`src/rtl/round_sequencer_if.sv`:
```
// Bundles the round sequencer's pushbutton, timer, comparator and display signals.
// Pure wiring: no storage, zero latency.
// No backpressure of its own; the compare request/ack pair is the only handshake.
interface round_sequencer_if;
    // Pushbutton, timer and comparator side (into the sequencer)
    logic       start;
    logic       confirm;
    logic       timer_zero;
    logic       cmp_ack;
    logic       cmp_eq;
    logic       cmp_lt;

    // Target, timer, comparator and display side (out of the sequencer)
    logic       target_load;
    logic       timer_load;
    logic       timer_run;
    logic       cmp_req;
    logic [2:0] round;
    logic [1:0] max_digits;
    logic [2:0] guesses_left;
    logic [1:0] hint;
    logic [1:0] win_lose;

    // Environment side: drives buttons/ack, watches the sequencer outputs
    modport master (
        output start, confirm, timer_zero, cmp_ack, cmp_eq, cmp_lt,
        input  target_load, timer_load, timer_run, cmp_req,
        input  round, max_digits, guesses_left, hint, win_lose
    );

    // Sequencer side
    modport slave (
        input  start, confirm, timer_zero, cmp_ack, cmp_eq, cmp_lt,
        output target_load, timer_load, timer_run, cmp_req,
        output round, max_digits, guesses_left, hint, win_lose
    );
endinterface

```
`src/rtl/round_sequencer.sv`:
```
// Game-flow FSM for the number-guessing game: rounds, guesses, hints, win/lose.
// All outputs registered; every reaction appears one clk after the sampled input.
// Compare request is held until cmp_ack; confirm is ignored unless waiting for entry.
module round_sequencer #(
    parameter int MAX_GUESSES = 5,
    parameter int NUM_ROUNDS  = 3,
    parameter int HINT_HOLD   = 25000000
) (
    input  logic              clk,
    input  logic              rst,
    round_sequencer_if.slave  bus
);

    localparam int HOLD_W = $clog2(HINT_HOLD + 1);

    // Last hold count value: a hold phase occupies exactly HINT_HOLD cycles.
    localparam logic [HOLD_W-1:0] HOLD_LAST  = HOLD_W'(HINT_HOLD - 1);
    localparam logic [2:0]        GUESS_INIT = 3'(MAX_GUESSES);
    localparam logic [2:0]        ROUND_LAST = 3'(NUM_ROUNDS);

    localparam logic [1:0] HINT_NONE    = 2'b00;
    localparam logic [1:0] HINT_LOW     = 2'b01;
    localparam logic [1:0] HINT_HIGH    = 2'b10;
    localparam logic [1:0] HINT_CORRECT = 2'b11;

    localparam logic [1:0] RESULT_NONE = 2'b00;
    localparam logic [1:0] RESULT_WON  = 2'b01;
    localparam logic [1:0] RESULT_LOST = 2'b10;

    typedef enum logic [2:0] {
        S_IDLE,
        S_LOAD,
        S_ENTRY,
        S_COMPARE,
        S_HINT,
        S_RWIN,
        S_WIN,
        S_LOSE
    } state_t;

    state_t            state;
    logic [HOLD_W-1:0] hold_cnt;
    logic              target_load_r;
    logic              timer_load_r;
    logic              timer_run_r;
    logic              cmp_req_r;
    logic [2:0]        round_r;
    logic [2:0]        guesses_r;
    logic [1:0]        hint_r;
    logic [1:0]        win_lose_r;

    // Single sequencing process: state, hold counter and every registered output.
    always_ff @(posedge clk or negedge rst) begin
        if (!rst) begin
            state         <= S_IDLE;
            hold_cnt      <= '0;
            target_load_r <= 1'b0;
            timer_load_r  <= 1'b0;
            timer_run_r   <= 1'b0;
            cmp_req_r     <= 1'b0;
            round_r       <= '0;
            guesses_r     <= '0;
            hint_r        <= HINT_NONE;
            win_lose_r    <= RESULT_NONE;
        end else begin
            // Load strobes are single-cycle; they are re-asserted only on entry to LOAD.
            target_load_r <= 1'b0;
            timer_load_r  <= 1'b0;

            case (state)
                S_IDLE, S_WIN, S_LOSE: begin
                    // Finished or idle: only start matters, everything else stays frozen.
                    if (bus.start) begin
                        state         <= S_LOAD;
                        hold_cnt      <= '0;
                        round_r       <= 3'd1;
                        guesses_r     <= GUESS_INIT;
                        hint_r        <= HINT_NONE;
                        win_lose_r    <= RESULT_NONE;
                        target_load_r <= 1'b1;
                        timer_load_r  <= 1'b1;
                        timer_run_r   <= 1'b0;
                    end
                end

                S_LOAD: begin
                    // Target and timer were strobed during this cycle; start the clock.
                    state       <= S_ENTRY;
                    hold_cnt    <= '0;
                    timer_run_r <= 1'b1;
                end

                S_ENTRY: begin
                    // Timeout outranks a guess confirmed in the same cycle.
                    if (bus.timer_zero) begin
                        state       <= S_LOSE;
                        hold_cnt    <= '0;
                        timer_run_r <= 1'b0;
                        win_lose_r  <= RESULT_LOST;
                    end else if (bus.confirm) begin
                        state     <= S_COMPARE;
                        hold_cnt  <= '0;
                        cmp_req_r <= 1'b1;
                    end
                end

                S_COMPARE: begin
                    // Timer expiry is deliberately not sampled here so a guess in
                    // flight is always judged.
                    if (bus.cmp_ack) begin
                        cmp_req_r <= 1'b0;
                        hold_cnt  <= '0;
                        if (bus.cmp_eq) begin
                            state       <= S_RWIN;
                            hint_r      <= HINT_CORRECT;
                            timer_run_r <= 1'b0;
                        end else begin
                            hint_r <= bus.cmp_lt ? HINT_LOW : HINT_HIGH;
                            if (guesses_r != 3'd0) begin
                                guesses_r <= guesses_r - 3'd1;
                            end
                            // That was the last guess of the round.
                            if (guesses_r <= 3'd1) begin
                                state       <= S_LOSE;
                                timer_run_r <= 1'b0;
                                win_lose_r  <= RESULT_LOST;
                            end else begin
                                state <= S_HINT;
                            end
                        end
                    end
                end

                S_HINT: begin
                    // Hint stays on display while the timer keeps running.
                    if (bus.timer_zero) begin
                        state       <= S_LOSE;
                        hold_cnt    <= '0;
                        timer_run_r <= 1'b0;
                        win_lose_r  <= RESULT_LOST;
                    end else if (hold_cnt == HOLD_LAST) begin
                        state    <= S_ENTRY;
                        hold_cnt <= '0;
                    end else begin
                        hold_cnt <= hold_cnt + HOLD_W'(1);
                    end
                end

                S_RWIN: begin
                    // Round won: show the result, then either finish or load the next round.
                    if (hold_cnt == HOLD_LAST) begin
                        hold_cnt <= '0;
                        if (round_r >= ROUND_LAST) begin
                            state      <= S_WIN;
                            win_lose_r <= RESULT_WON;
                        end else begin
                            state         <= S_LOAD;
                            round_r       <= round_r + 3'd1;
                            guesses_r     <= GUESS_INIT;
                            hint_r        <= HINT_NONE;
                            target_load_r <= 1'b1;
                            timer_load_r  <= 1'b1;
                        end
                    end else begin
                        hold_cnt <= hold_cnt + HOLD_W'(1);
                    end
                end

                default: begin
                    state    <= S_IDLE;
                    hold_cnt <= '0;
                end
            endcase
        end
    end

    // Outputs come straight from registers; digits in play track the round number.
    assign bus.target_load  = target_load_r;
    assign bus.timer_load   = timer_load_r;
    assign bus.timer_run    = timer_run_r;
    assign bus.cmp_req      = cmp_req_r;
    assign bus.round        = round_r;
    assign bus.max_digits   = round_r[1:0];
    assign bus.guesses_left = guesses_r;
    assign bus.hint         = hint_r;
    assign bus.win_lose     = win_lose_r;

endmodule
```
`src/flat_wrapper.sv`:
```
// flat-port wrapper written by rule: the top's interface ports become plain ports
module round_sequencer_flat 
#(
    parameter int MAX_GUESSES = 5,
    parameter int NUM_ROUNDS  = 3,
    parameter int HINT_HOLD   = 25000000
)
  (clk, rst, bus_start, bus_confirm, bus_timer_zero, bus_cmp_ack, bus_cmp_eq, bus_cmp_lt, bus_target_load, bus_timer_load, bus_timer_run, bus_cmp_req, bus_round, bus_max_digits, bus_guesses_left, bus_hint, bus_win_lose);
  round_sequencer_if bus_i ();
  input  logic clk;
  input  logic rst;
  input wire logic [$bits(bus_i.start)-1:0] bus_start;
  input wire logic [$bits(bus_i.confirm)-1:0] bus_confirm;
  input wire logic [$bits(bus_i.timer_zero)-1:0] bus_timer_zero;
  input wire logic [$bits(bus_i.cmp_ack)-1:0] bus_cmp_ack;
  input wire logic [$bits(bus_i.cmp_eq)-1:0] bus_cmp_eq;
  input wire logic [$bits(bus_i.cmp_lt)-1:0] bus_cmp_lt;
  output wire logic [$bits(bus_i.target_load)-1:0] bus_target_load;
  output wire logic [$bits(bus_i.timer_load)-1:0] bus_timer_load;
  output wire logic [$bits(bus_i.timer_run)-1:0] bus_timer_run;
  output wire logic [$bits(bus_i.cmp_req)-1:0] bus_cmp_req;
  output wire logic [$bits(bus_i.round)-1:0] bus_round;
  output wire logic [$bits(bus_i.max_digits)-1:0] bus_max_digits;
  output wire logic [$bits(bus_i.guesses_left)-1:0] bus_guesses_left;
  output wire logic [$bits(bus_i.hint)-1:0] bus_hint;
  output wire logic [$bits(bus_i.win_lose)-1:0] bus_win_lose;
  assign bus_i.start = bus_start;
  assign bus_i.confirm = bus_confirm;
  assign bus_i.timer_zero = bus_timer_zero;
  assign bus_i.cmp_ack = bus_cmp_ack;
  assign bus_i.cmp_eq = bus_cmp_eq;
  assign bus_i.cmp_lt = bus_cmp_lt;
  assign bus_target_load = bus_i.target_load;
  assign bus_timer_load = bus_i.timer_load;
  assign bus_timer_run = bus_i.timer_run;
  assign bus_cmp_req = bus_i.cmp_req;
  assign bus_round = bus_i.round;
  assign bus_max_digits = bus_i.max_digits;
  assign bus_guesses_left = bus_i.guesses_left;
  assign bus_hint = bus_i.hint;
  assign bus_win_lose = bus_i.win_lose;
  round_sequencer #(.MAX_GUESSES(MAX_GUESSES), .NUM_ROUNDS(NUM_ROUNDS), .HINT_HOLD(HINT_HOLD)) u_core (.clk(clk), .rst(rst), .bus(bus_i));
endmodule
```
`config.mk`:
```
export PLATFORM = sky130hd
export DESIGN_NAME = round_sequencer_flat
export DESIGN_NICKNAME = d
export VERILOG_FILES = /design/src/rtl/round_sequencer_if.sv /design/src/rtl/round_sequencer.sv /design/src/flat_wrapper.sv
export SDC_FILE = /design/constraint.sdc
export NUM_CORES = 1
export LEC_CHECK = 0
export ABC_AREA = 1
export CORE_MARGIN = 2
export CORE_UTILIZATION = 63
export CTS_CLUSTER_DIAMETER = 120
export DETAILED_ROUTE_END_ITERATION = 8
export MAX_ROUTING_LAYER = met4
export PLACE_DENSITY = 0.85
export SLEW_MARGIN = 20
export SYNTH_ARGS = -nofsm -noshare
export SYNTH_HDL_FRONTEND = slang
export SYNTH_SLANG_ARGS = --single-unit
export TNS_END_PERCENT = 10
```
`constraint.sdc`:
```
create_clock -name clk -period 4.05 [get_ports clk]
set_input_delay 0.405 -clock clk [delete_from_list [all_inputs] [get_ports clk]]
set_output_delay 0.405 -clock clk [all_outputs]
set_load 0.03 [all_outputs]
```
After elaboration in Yosys (flattened, before gate mapping)
Cells that the tools add are included.
{"block": "totals", "ff_bits": 41, "latch_bits": 0, "mem_bits_rw": 0, "rom_bits": 0, "in_bits": 8, "out_inout_bits": 16, "word_cells": 109, "n_memories": 0}
{"block": "op_classes", "add_sub_neg": 3, "multipliers": 0, "n_div": 0, "order_cmp": 2, "eq_ne": 22, "shift": 0, "mux": 56, "bitwise": 0, "n_reduce_logical": 17}
{"op": "25-bit 2-to-1 mux", "n": 6}
{"op": "25-bit case mux with 6 select lines", "n": 1}
{"op": "3-bit 2-to-1 mux", "n": 17}
{"op": "2-bit 2-to-1 mux", "n": 13}
{"op": "25-bit by 1-bit adder with 25-bit output (second input constant)", "n": 1}
{"op": "25-bit == test (second input constant)", "n": 1}
{"op": "3-bit case mux with 6 select lines", "n": 1}
{"op": "5-bit AND reduction", "n": 3}
{"op": "3-bit == test (second input constant)", "n": 4}
{"op": "2-bit inequality test (second input constant)", "n": 6}
{"op": "1-bit 2-to-1 mux", "n": 11}
{"op": "2-bit by 1-bit inequality test with 1-bit output (second input constant)", "n": 5}
{"op": "3-bit case mux with 3 select lines", "n": 1}
{"op": "2-bit case mux with 4 select lines", "n": 1}
{"op": "4-bit AND reduction", "n": 2}
{"op": "8-bit AND reduction", "n": 1}
{"op": "4-bit nonzero test", "n": 2}
{"op": "7-bit AND reduction", "n": 1}
{"op": "3-bit by 2-bit == test with 1-bit output (second input constant)", "n": 2}
{"op": "3-bit by 2-bit inequality test with 1-bit output (second input constant)", "n": 2}
{"op": "2-bit case mux with 3 select lines", "n": 1}
{"op": "3-bit case mux with 2 select lines", "n": 1}
{"op": "3-bit nonzero test", "n": 2}
{"op": "1-bit case mux with 2 select lines", "n": 2}
{"op": "12 further kinds", "n": 13}

Longest topological paths before layout
Gate-level depths: netlist of the first run.
{"block": "depth", "word_depth": 5, "depth_mapped": 12, "mapped_depth_nobuf": 11}

Least setup slack after synthesis of the first run
No wires, ideal clock.
{"block": "synth_timing", "kind": "reg2reg", "start": "register u_core.round_r[0], in the netlist u_core.bus.round[0]", "end": "register u_core.guesses_r[0], in the netlist u_core.bus.guesses_left[0]", "t_arrival_ps": 1647, "required_ps": 3932, "path_slack_ps": 2285, "path_stages_with_launch": 11, "period_less_slack_ps": 1765, "path_cell_list": "dfrtp_1 -> ha_1 -> ha_1 -> inv_1 -> nand3_1 -> nand2_1 -> nand4_1 -> nor2_1 -> nand2_1 -> nand2_1 -> nand2_1"}
{"block": "synth_via", "elab_chain_len": 3}
{"element": "start, declared", "line": "round_sequencer.sv:47", "text": "logic [2:0] round_r;"}
{"element": "start signal, assigned", "line": "round_sequencer.sv:158", "text": "round_r <= round_r + 3'd1;"}
{"element": "3-bit by 2-bit greater-or-equal comparator with 1-bit output", "line": "round_sequencer.sv:153", "text": "if (round_r >= ROUND_LAST) begin"}
{"element": "2-bit inequality test (no line)"}
{"element": "7-bit AND reduction (no line)"}
{"element": "end signal, assigned", "line": "round_sequencer.sv:120", "text": "guesses_r <= guesses_r - 3'd1;"}
{"element": "end, declared", "line": "round_sequencer.sv:48", "text": "logic [2:0] guesses_r;"}
No other way between the ends.
A chain may end at the register's enable or synchronous reset.

Final worst setup path of the first run
{"block": "layout_timing", "start": "register u_core.state[0]", "end": "register u_core.hold_cnt[7]"}
{"block": "layout_via", "elab_chain_len": 4, "elab_cells_between_ends": 14}
{"element": "start, declared", "line": "round_sequencer.sv:41", "text": "state_t state;"}
{"element": "start signal, assigned", "line": "round_sequencer.sv:55", "text": "state <= S_IDLE;"}
{"element": "start signal, assigned", "line": "round_sequencer.sv:74", "text": "state <= S_LOAD;"}
{"element": "start signal, assigned", "line": "round_sequencer.sv:88", "text": "state <= S_ENTRY;"}
{"element": "3-bit == test or 3-bit logical NOT (tied branches)", "line": "round_sequencer.sv:70", "text": "case (state)"}
{"element": "3-bit OR reduction", "line": "round_sequencer.sv:70"}
{"element": "2-bit inequality test (no line)"}
{"element": "3-bit AND reduction (no line)"}
{"element": "end signal, assigned", "line": "round_sequencer.sv:145", "text": "hold_cnt <= hold_cnt + HOLD_W'(1);"}
{"element": "end signal, assigned", "line": "round_sequencer.sv:165", "text": "hold_cnt <= hold_cnt + HOLD_W'(1);"}
{"element": "end, declared", "line": "round_sequencer.sv:42", "text": "logic [HOLD_W-1:0] hold_cnt;"}
Parallel ways exist; a longest one is shown, timed or not.

==> metrics, run 1 <==
status=complete, no violations; largest family of logic cells by synthesized area=simple AND/OR/NAND/NOR gates; Async S/R FF share, synth=100%; 1st-pass router iterations=5; Die Ht=72.7 um; row cnt=24; slew margin rel.=39.0%; unrepaired setup endpoints after global routing=no; wire per inst=13.9 um; leakage=1.57 nW; CTS Root Buffer Type=clkbuf_8; GRT overflow=0; initial antenna violation count=0; crit-path max FO=20; Mapped Area=2970 um^2; pre-CTS setup slack=1760 ps; CTS tree=yes; Critical Path RT=4240 ps; H-tree Lvls=2; vias in the first global route=2,714; sequential-to-total area share from yosys stat=34.5%; Final Hold Fails=0; layout cells sized above 1=7.49%; fin crit period=2370 ps; Synth Area in Compound Gates=6.07%; syn_nets=464; setup_tns=0 ps; Reg clk slew, reported paths=70 ps; Vias/cell=5.80; routed via count=3,008; Max Freq=0.422 GHz; CTS buffer count=5; Hold Path Class=in -> async; post-route clock period utilization=58.4%; hpwl dp=5460 um; worst skew pair latency=300 ps; Netlist cell types=32; Nets=481; remaining routing DRC violations=0; critical path launch point type=flop; worst slew pin tran=914 ps; die width=72.7 um; Sink Count=41; GRT Max-Usage Layer=met2; most frequent cells in the layout=nand2_1, nand3_1, nor2_1; 1st-iter DRT viols=298; PnR worst setup slack=1680 ps; post-cts resize count=0; commonest non-fill, non-tap cell in the layout=nand2_1; MaxCap Viol Count=0; fin cells=519; GRT Total Usage=30.2%; M3 GR Usage=6.63%; Max Slew Vio Count=0; first-pass GRT wire length=12,300 um; Crit. End Element=flop; Mapped Cells=450; Setup CP Type=reg -> reg; port bufs=23; IO Pins=24; clock tree buffer depth=2; critical path arrival=2550 ps; Max IR drop VDD=417 uV; Syn Area/Cell=6.60 um^2; Antenna Cells=0; xor/xnor cell area share of the yosys netlist=1.47%; total detailed-routing wirelength=7220 um; area share of fa/ha/maj cells after synthesis=2.53%; met2 Track Usage GR=44.0%; Post-DRT Antenna Nets=0; Synth Flop Type=dfrtp_1; post-CTS setup buffer count=0; Yosys reg bits=41; post-synthesis mux area share=0%; Layout area overhead=9.65%; dpl cells=512; r2r worst-path depth=9; Synth Area in Simple Gates=45.4%; floorplan core area=4440 um^2; EDFF count, synth=0; setup violators final=0; P per Cell Area=529 nW/um^2; gp weighted congestion=0.929; clock skew=5.42 ps; pin count of the biggest net entering global routing=42; final hold slack=239 ps; M1 GR Usage=43.4%; YS warnings=0; Initial Util=66.8%; DIE AREA=5280 um^2; Hold Buf Count CTS=0
[final timing paths]
path	slack, ps	to	startpoint
worst max-delay path	1680	u_core.hold_cnt[7]	u_core.state[0]
worst min-delay path	240	u_core.hold_cnt[17]	rst
worst max register to register	1680	u_core.hold_cnt[7]	u_core.state[0]
worst min register to register	490	u_core.bus.win_lose[0]	u_core.bus.win_lose[0]
max in group asynchronous	3250	u_core.hold_cnt[4]	rst
min in group clk	490	u_core.bus.win_lose[0]	u_core.bus.win_lose[0]
[synth_stat cells (3+ instances only)]
cell type	n	area (um^2)
nand2_1	147	552
nand3_1	54	270
nor2_1	52	195
inv_1	48	180
dfrtp_1	41	1030
nand4_1	17	106
o21ai_0	12	60.1
nor3_1	9	45.0
buf_2	6	30.0
ha_1	6	75.1
nor2_2	6	37.5
o21ai_1	6	30.0
buf_4	5	37.5
inv_2	5	18.8
nand2_2	5	31.3
o21bai_1	4	30.0
nor2_4	3	33.8
xnor2_1	3	26.3
[cells by family after synthesis]
| kind of cell | count (synthesis) |
|---|---|
| XOR/XNOR | 5 |
| flip-flops | 41 |
| buffers and inverters | 68 |
| AND/OR/NAND/NOR | 300 |
| AO/OA/AOI/OAI | 30 |
| adder cells (fa/ha/maj) | 6 |
[stage by stage]
step	cell area [um^2]	total power, mW	util (%)
after global routing	3260	1.86	73.3
final	3260	1.72	73.3
after global placement	3170	1.43	71.3
after detailed placement	3170	1.45	71.3
after floorplan	2970	1.22	-
after CTS	3260	1.73	73.3
[worst max-delay path: stages, from the launching register on]
cell	delay (ps)
dfrtp_1	520
nand2_1	80
nor2_1	470
nand2_1	220
inv_1	120
nor2_1	50
nand2_1	520
o21ai_1	120
nand2_1	100
nor2_1	40
[per-layer routing]
layer	share of wire [%]	vias to the layer above
li1	-	1466
met1	46	1397
met2	45	133
met3	7.5	12
met4	1.1	0
met5	0	-
[flip-flops by register name, summed over array words and instances, names as in the netlist, 2 cells and up]
name and count:
u_core.bus.guesses_left 3, u_core.bus.hint 2, u_core.bus.round 3, u_core.bus.win_lose 2
u_core.hold_cnt 25, u_core.state 3
[cell type report]
class                      count  area, um^2
sequential                    41        1030
timing repair buffer          23         225
fill                         392        1190
clock buffer                   7        86.3
multi-input combinational    341        1650
inverter                      55         208
tap                           52        65.1
[where the power goes]
part	leakage, nW	total, mW	switching (mW)	internal (mW)
registers	0.552	0.552	0.0752	0.477
logic	0.970	0.896	0.607	0.289
clock network	0.0443	0.275	0.140	0.135
(Power assumes the default switching activity.)
==> run 2: changes to the inputs <==
--- a/config.mk
+++ b/config.mk
@@ -7,11 +7,11 @@
 export LEC_CHECK = 0
 export ABC_AREA = 1
 export CORE_MARGIN = 2
-export CORE_UTILIZATION = 63
+export CORE_UTILIZATION = 59
 export CTS_CLUSTER_DIAMETER = 120
 export DETAILED_ROUTE_END_ITERATION = 8
 export MAX_ROUTING_LAYER = met4
-export PLACE_DENSITY = 0.85
+export PLACE_DENSITY = 0.81
 export SLEW_MARGIN = 20
 export SYNTH_ARGS = -nofsm -noshare
 export SYNTH_HDL_FRONTEND = slang
==> constraint.sdc (replaced) <==
create_clock -name clk -period 2.35 [get_ports clk]
set_input_delay 0.235 -clock clk [delete_from_list [all_inputs] [get_ports clk]]
set_output_delay 0.235 -clock clk [all_outputs]
set_load 0.03 [all_outputs]
==> run 2 against run 1 <==
Clock power grew 120%. Clock skew grew 2.5 ps. Count of clock-buffer cells in the layout is the same. Final area grew 2.2%. Largest power group unchanged. Global-route usage shrank 1.6 points. Maximum frequency grew 23%.
==> metrics, run 2 (synthesis gave the netlist of run 1 again) <==
status=complete, no violations; first-pass GRT wire length=12,000 um (-2.5%); Max Freq=0.519 GHz (+23%); DIE AREA=5620 um^2 (+6.4%); row cnt=25 (+4.2%); Filler cells=416 (+6.1%); GRT Total Usage=28.6% (-1.6 points); Reg clk slew, reported paths=80 ps (about the same); multi-input logic area=1650 um^2 (unchanged); GRT overflow=0 (unchanged); most frequent cells in the layout=nand2_1, nand3_1, nor2_1; crit-path max FO=6 (-70%); crit path buf inv count=1 (unchanged); post-route clock period utilization=82.0% (+24 points); worst skew pair latency=300 ps (about the same); Worst path max stage delay=440 ps (-80 ps); remaining routing DRC violations=0 (unchanged); post-cts resize count=0 (unchanged); PnR worst setup slack=423 ps (-1260 ps); IO Pins=24 (unchanged); die width=75.0 um (+3.2%); Initial Util=62.1% (-4.8 points); Nets=484 (+0.62%); Hold Buf Count CTS=0 (unchanged); critical path launch point type=flop; total detailed-routing wirelength=7250 um (+0.50%); hpwl dp=5440 um (-0.43%); Hold Path Class=in -> async; slew margin rel.=38.2% (-0.88 points); port bufs=23 (unchanged); Final Cell Area=3330 um^2 (+2.2%); gp weighted congestion=0.968 (+4.2%); vias in the first global route=2,569 (-5.3%); CTS Root Buffer Type=clkbuf_8; Most flops, register=u_core.hold_cnt; Max IR drop VDD=674 uV (+62%); Die Ht=75.0 um (+3.2%); fin cells=538 (+3.7%); slowest cell on the critical path=dfrtp_1; post-CTS setup buffer count=0 (unchanged); H-tree Lvls=2 (unchanged); Post-DRT Antenna Nets=0 (unchanged); layout cells sized above 1=8.28% (+0.79 points); placed cell area=3210 um^2 (+1.3%); CP dominant cell by count=nand2_1; wire per inst=13.5 um (-3.1%); setup violators final=0 (unchanged); Critical Path RT=2540 ps (-1700 ps); critical path arrival=2120 ps (-430 ps); Vias/cell=5.52 (-4.8%); 1st-pass router iterations=5 (unchanged); max reg flops=25 (unchanged); routed via count=2,970 (-1.3%); MaxCap Viol Count=0 (unchanged); Critical Path, Cell by Cell=ha_1, ha_1, inv_1, nand3_1, nand2_1, nand4_1, nor2_1, nand2_1, nand2_1, nand2_1; pre-CTS setup slack=442 ps (-1320 ps); 1st-iter DRT viols=295 (-1.0%); CTS buffer count=5 (unchanged); Sink Count=41 (unchanged); worst slew pin tran=928 ps (+13.2 ps); dpl cells=530 (+3.5%); CTS tree=yes; Max Slew Vio Count=0 (unchanged); Antenna Cells=0 (unchanged); fin crit period=1930 ps (-440 ps); setup_tns=0 ps (unchanged); P per Cell Area=934 nW/um^2 (+77%); initial antenna violation count=0 (unchanged); leakage=1.60 nW (+1.9%); clock tree buffer depth=2 (unchanged); final hold slack=55.2 ps (-184 ps); unrepaired setup endpoints after global routing=no; pin count of the biggest net entering global routing=42 (unchanged); commonest non-fill, non-tap cell in the layout=nand2_1; register area=1030 um^2 (unchanged); floorplan core area=4790 um^2 (+7.7%); crit-path leading delay family=simple AND/OR/NAND/NOR gates; Final Hold Fails=0 (unchanged); clock skew=7.92 ps (+2.50 ps); Crit. End Element=flop; Layout area overhead=12.0%; Setup CP Type=reg -> reg
[run 2: cell count changes in the layout (fill, tap and decap cells not counted), sizes merged]
cell | before | now
bufinv | 0 | 1
buf | 1 | 4
[run 2: final timing paths]
kind	slack, ps	to	start	cells past startpoint
worst max-delay path	420	u_core.bus.guesses_left[0]	u_core.bus.round[0]	10
worst min-delay path	60	u_core.hold_cnt[20]	rst	1
worst max register to register	420	u_core.bus.guesses_left[0]	u_core.bus.round[0]	10
worst min register to register	480	u_core.bus.win_lose[0]	u_core.bus.win_lose[0]	2
max in group asynchronous	1700	u_core.hold_cnt[21]	rst	1
min in group clk	480	u_core.bus.win_lose[0]	u_core.bus.win_lose[0]	2
[run 2: layer usage]
layer	routed length [um]	vias to the layer above	track usage, %	part of all wire (%)
li1	-	1481	-	-
met1	3340	1342	40.3	46
met2	3240	136	42.6	45
met3	589	11	5.62	8.1
met4	81	0	6.94	1.1
met5	0	-	-	0
[run 2: cell type report]
| class | instances | area share [%] |
|---|---|---|
| Clock inverter | 1 | 0.902 |
| Inverter | 55 | 6.24 |
| Tap cell | 67 | 2.52 |
| Clock buffer | 7 | 2.59 |
| Multi-Input combinational cell | 341 | 49.5 |
| Timing Repair Buffer | 26 | 7.44 |
| Sequential cell | 41 | 30.8 |
[run 2: report_power, final]
group / total, mW / switching [mW] / leakage (nW) / internal, mW
clock: 0.603 / 0.256 / 0.0585 / 0.347
sequential: 0.958 / 0.136 / 0.552 / 0.822
combinational: 1.55 / 1.03 / 0.986 / 0.522
total: 3.11 / 1.42 / 1.60 / 1.69
[run 2: per-stage QoR]
stage               power [mW]  utilization (%)
global route              3.36             69.5
CTS                       3.12             69.5
detailed placement        2.51             67.1
global placement          2.48             67.1
finish                    3.11             69.5
floorplan                 2.10                -
